[config.mk]
export PLATFORM = sky130hd
export DESIGN_NAME = int_ctrl
export DESIGN_NICKNAME = d
export VERILOG_FILES = /design/src/rtl/int_ctrl.sv
export SDC_FILE = /design/constraint.sdc
export NUM_CORES = 1
export LEC_CHECK = 0
export BUFFER_PORTS_ARGS = -buffer_cell sky130_fd_sc_hd__buf_2
export CORE_MARGIN = 8
export CORE_UTILIZATION = 55
export DETAILED_ROUTE_END_ITERATION = 6
export GPL_TIMING_DRIVEN = 0
export PLACE_DENSITY = 0.8
export SYNTH_ARGS = -nofsm -noshare
export SYNTH_HDL_FRONTEND = slang
export SYNTH_SLANG_ARGS = --single-unit
[constraint.sdc]
create_clock -name i_clk -period 2.8 [get_ports i_clk]
set_clock_uncertainty 0.15 [all_clocks]
set_input_delay 0.14 -clock i_clk [delete_from_list [all_inputs] [get_ports i_clk]]
set_output_delay 0.14 -clock i_clk [all_outputs]
set_load 0.05 [all_outputs]
[src/rtl/int_ctrl.sv]
// Memory-mapped interrupt controller: synchronised, edge/level-qualified, masked requests
// reported through PEND/MASK/CAUSE/MODE/SWI registers and a single registered o_int line.
module int_ctrl #(
  parameter logic [15:0] BASE_ADDR   = 16'hFF00,
  parameter int unsigned N_SRC       = 8,
  parameter int unsigned SYNC_STAGES = 2
) (
  input  logic             i_clk,
  input  logic             i_rst,
  input  logic             i_ce,
  input  logic [15:0]      i_addr,
  input  logic [15:0]      i_wdata,
  input  logic             i_we,
  output logic             o_hit,
  output logic [15:0]      o_rdata,
  input  logic [N_SRC-1:0] i_irq,
  output logic             o_int
);

  localparam logic [2:0] RegPend  = 3'd0;
  localparam logic [2:0] RegMask  = 3'd1;
  localparam logic [2:0] RegCause = 3'd2;
  localparam logic [2:0] RegMode  = 3'd3;
  localparam logic [2:0] RegSwi   = 3'd4;

  logic [15:0]      offset;
  logic [2:0]       reg_sel;
  logic             wr;
  logic [N_SRC-1:0] wdata_n;

  logic [N_SRC-1:0] sync_q [SYNC_STAGES];
  logic [N_SRC-1:0] s;
  logic [N_SRC-1:0] s_dly_q;
  logic [N_SRC-1:0] rise;
  logic [N_SRC-1:0] pend_q, pend_d;
  logic [N_SRC-1:0] mask_q;
  logic [N_SRC-1:0] mode_q;
  logic [N_SRC-1:0] w1c, swi;
  logic [N_SRC-1:0] masked;
  logic [3:0]       cause_idx;
  logic [15:0]      cause;
  logic [15:0]      rdata_d;

  // Modular subtraction keeps the decode a single compare on the upper offset bits.
  assign offset  = i_addr - BASE_ADDR;
  assign o_hit   = (offset[15:3] == 13'd0);
  assign reg_sel = offset[2:0];
  assign wr      = i_ce & i_we & o_hit;
  assign wdata_n = i_wdata[N_SRC-1:0];

  assign s      = sync_q[SYNC_STAGES-1];
  assign rise   = s & ~s_dly_q;
  assign masked = pend_q & mask_q;

  always_comb begin
    w1c = '0;
    swi = '0;
    if (wr && reg_sel == RegPend) w1c = wdata_n;
    if (wr && reg_sel == RegSwi)  swi = wdata_n;
    // Edge sources: set beats clear. Level sources simply follow the synchronised input.
    pend_d = (mode_q & ((pend_q & ~w1c) | rise | swi)) | (~mode_q & s);
  end

  always_comb begin
    cause_idx = 4'd0;
    for (int i = int'(N_SRC) - 1; i >= 0; i--) begin
      if (masked[i]) cause_idx = i[3:0];
    end
    cause = {|masked, 11'd0, cause_idx};
  end

  always_comb begin
    rdata_d = '0;
    if (o_hit) begin
      case (reg_sel)
        RegPend:  rdata_d[N_SRC-1:0] = pend_q;
        RegMask:  rdata_d[N_SRC-1:0] = mask_q;
        RegCause: rdata_d            = cause;
        RegMode:  rdata_d[N_SRC-1:0] = mode_q;
        default:  rdata_d            = '0;
      endcase
    end
  end

  always_ff @(posedge i_clk) begin
    if (!i_rst) begin
      for (int i = 0; i < int'(SYNC_STAGES); i++) sync_q[i] <= '0;
      s_dly_q <= '0;
      pend_q  <= '0;
      mask_q  <= '0;
      mode_q  <= '1;
      o_rdata <= '0;
      o_int   <= 1'b0;
    end else if (i_ce) begin
      sync_q[0] <= i_irq;
      for (int i = 1; i < int'(SYNC_STAGES); i++) sync_q[i] <= sync_q[i-1];
      s_dly_q <= s;
      pend_q  <= pend_d;
      if (wr && reg_sel == RegMask) mask_q <= wdata_n;
      if (wr && reg_sel == RegMode) mode_q <= wdata_n;
      o_rdata <= rdata_d;
      o_int   <= |masked;
    end
  end

endmodule

==> results by group <==
Status
  • Run status: complete, but fails checks
  • Failing checks: DRC

CTS
  • Clock sinks: 58
  • CTS Buffer Depth: 2
  • CTS resizes: 0
  • Post-CTS Repair Setup Buffers: 0
  • Cts-stage hold buffer count: 16
  • H-tree level count: 3
  • Clk Latency, worst-skew pair: ~0.34 ns
  • Cts bufs inserted: 9
  • CTS tree: done
  • Clock transition at path regs: roughly 0.060 ns
  • Root buf cell: clkbuf_8

Die
  • DIE HEIGHT: about 90 µm
  • Die span in x: 90.3 µm
  • I/O pin cnt: 62
  • Initial Util: 0.562
  • Num rows: 27
  • Die area: 0.00815 mm²
  • Floorplan Core Area: between 0.005 and 0.006 mm²

Yosys
  • Largest family of logic cells by synthesized area: simple AND/OR/NAND/NOR gates
  • Synth warn: 0
  • Syn avg cell area: 9.06 µm²
  • Synth Area in XOR/XNOR: 0
  • Count leader, synth: dfxtp_1
  • Adder-cell share of the synthesized area: 0.00412
  • Multiplexer share of the synthesized area: 0.0532
  • List of most frequent post-synthesis cells: 42 x dfxtp_1, 24 x a21oi_1, 24 x nand4_1
  • Synth area leaders: dfxtp_1 28%, edfxtp_1 16%, mux2i_1 4.9%
  • Area of the mapped netlist: 0.00304 mm²
  • Number of synthesized flops with an enable pin: 16
  • Yosys reg bits: just under 60
  • Post-Synth Simple-Gate Area: 0.237
  • Synth top area share: 0.277
  • Synth Area in Compound Gates: 0.209
  • Post-synthesis sequential area ratio: 0.435
  • Synth cell types: 50
  • Asr flop ratio synth: 0
  • Cells after Synth: 335
  • Area leader, netlist: dfxtp_1
  • Synth Flop Type: dfxtp_1

GRT
  • First-pass GRT wire length: approximately 14000 µm
  • Remaining Overflow, GRT: 0
  • Initial antenna violation count: 0
  • Pin count of the biggest net entering global routing: 17
  • Vias in the first global route: ~2900
  • All-Layer GR Usage: 0.214

Routing
  • Routed WL: around 8800 µm
  • DRT Pass-1 Iters: 7
  • Routed vias: 3041
  • Wire length per cell: ~18 µm
  • Initial DRC count: roughly 380
  • Detailed-route DRC error count: 1
  • Antenna Violating Nets Remaining: 0
  • Vias per cell: just over 6

Power
  • Pwr per Cell Area: ~500 mW/mm²
  • Peak VDD IR: 0.000445 V
  • Leak Pwr: approximately 1.5 nW

Layout
  • Filler Cells Inserted: roughly 450
  • Layout Nets: between 400 and 500
  • Layout cells sized above 1: 0.208
  • Layout overhead on the synthesized area: 22.5%
  • Number of diodes: 0
  • Final non-filler cell area: around 0.0037 mm²

Timing
  • Max Clock Freq: between 400 and 500 MHz
  • Period minus WS final: about 2.4 ns
  • Setup TNS: 0 ns
  • Final period util: 0.848
  • Setup Viol. Count Final: 0
  • Final number of max-transition violations: 0
  • Unrepaired setup endpoints after global routing: no
  • Final setup margin: 0.425 ns
  • Fin. Hold Viols: 0
  • Slew HR: 0.564
  • Slew at the pin closest to its max-slew limit: about 0.65 ns

Worst setup path
  • Critical Path RT: 2.51 ns
  • Endpoint class of the critical path: primary output
  • Number of cells on the worst reg-to-reg path: 4
  • CP max FO: 10
  • Worst EP arrival: roughly 2.1 ns
  • Crit path launch type: primary input
  • Critical path class: primary input to primary output

Hold path
  • HP Class: primary input to flop
  • Hold depth: 3

Placed design
  • # port buffers: 46
  • Post-Place Cell Area: between 0.003 and 0.004 mm²
  • DP Worst Slack: approximately 0.47 ns
  • Dpl hpwl: about 6000 µm
  • RD Place Congestion: 0.902

Job
  • Max cap viols: 0
area by class of cell:
class | instances | area, µm² | share of cell area
sequential | 58 | 1320 | 0.355
clock buffer | 12 | 135 | 0.0364
tap | 72 | 90.1 | 0.0242
clock inverter | 4 | 43.8 | 0.0118
inverter | 6 | 22.5 | 0.00606
multi-input combinational | 244 | 1550 | 0.417
timing repair buffer | 62 | 390 | 0.105
buffer | 33 | 163 | 0.0438
final timing paths:
path                                 from          end  slack (ns)
worst max-delay path            i_addr[8]        o_hit        0.42
worst min-delay path                i_rst    mask_q[3]        0.06
worst min register to register      o_int        o_int        0.30
worst max register to register  pend_q[7]  o_rdata[15]        1.25
stage by stage:
step	hold slack, ns	total power [mW]	cells	util
floorplan	0.144	1.05	341	-
global placement	0.281	1.12	459	0.625
detailed placement	0.284	1.13	459	0.625
CTS	0.0463	1.85	491	0.688
global route	0.0845	1.91	491	0.688
finish	0.0615	1.86	491	0.688
sequential cells by signal, indices dropped and copies added, names as in the netlist:
name     cells
mode_q       8
pend_q       8
o_rdata      9
mask_q       8
o_int        1
s_dly_q      8
sync_q      16
report_power, final:
part	switching (mW)	internal [mW]
registers	0.0193	0.892
clock network	0.318	0.406
logic	0.132	0.0878
per-layer routing:
layer / part of all wire / GRT usage / vias to the layer above
met1: 0.41 / 0.267 / 1406
met5: 0 / 0 / -
met3: 0.097 / 0.0623 / 31
li1: - / - / 1421
met4: 0.026 / 0.0915 / 0
met2: 0.47 / 0.337 / 183
cells in the final DEF (no fill, tap or decap), types with 4 or more instances in the layout:
master | synthesis | routed
a21oi_1 | 24 | 24
a22oi_1 | 4 | 4
and3_1 | 19 | 19
buf_2 | 3 | 49
buf_4 | 7 | 7
clkbuf_1 | 18 | 21
clkbuf_8 | 0 | 9
conb_1 | 1 | 7
dfxtp_1 | 42 | 42
dlygate4sd3_1 | 0 | 16
edfxtp_1 | 16 | 16
inv_1 | 4 | 4
mux2i_1 | 15 | 15
nand2_1 | 19 | 19
nand2b_1 | 8 | 8
nand3_1 | 18 | 18
nand4_1 | 24 | 24
nor2_1 | 19 | 19
o211ai_1 | 7 | 7
o21ai_0 | 12 | 12
o21ai_2 | 9 | 9
o311a_1 | 7 | 7
o31ai_1 | 15 | 15
or3_1 | 7 | 7
cells by family after synthesis:
logic type,count (synthesis)
AND/OR/NAND/NOR,129
multiplexers,16
other,1
AO/OA/AOI/OAI,91
flip-flops,58
adder cells (fa/ha/maj),1
buffers and inverters,39
critical path, stage by stage:
cell	delay [ns]
buf_2	0.11
ha_1	0.30
nor4_1	0.16
and3_1	0.19
clkbuf_1	0.18
nand2_2	0.18
buf_1	0.29
nor2_1	0.23
buf_2	0.30
Note: power is estimated with default switching activity, not from simulation.
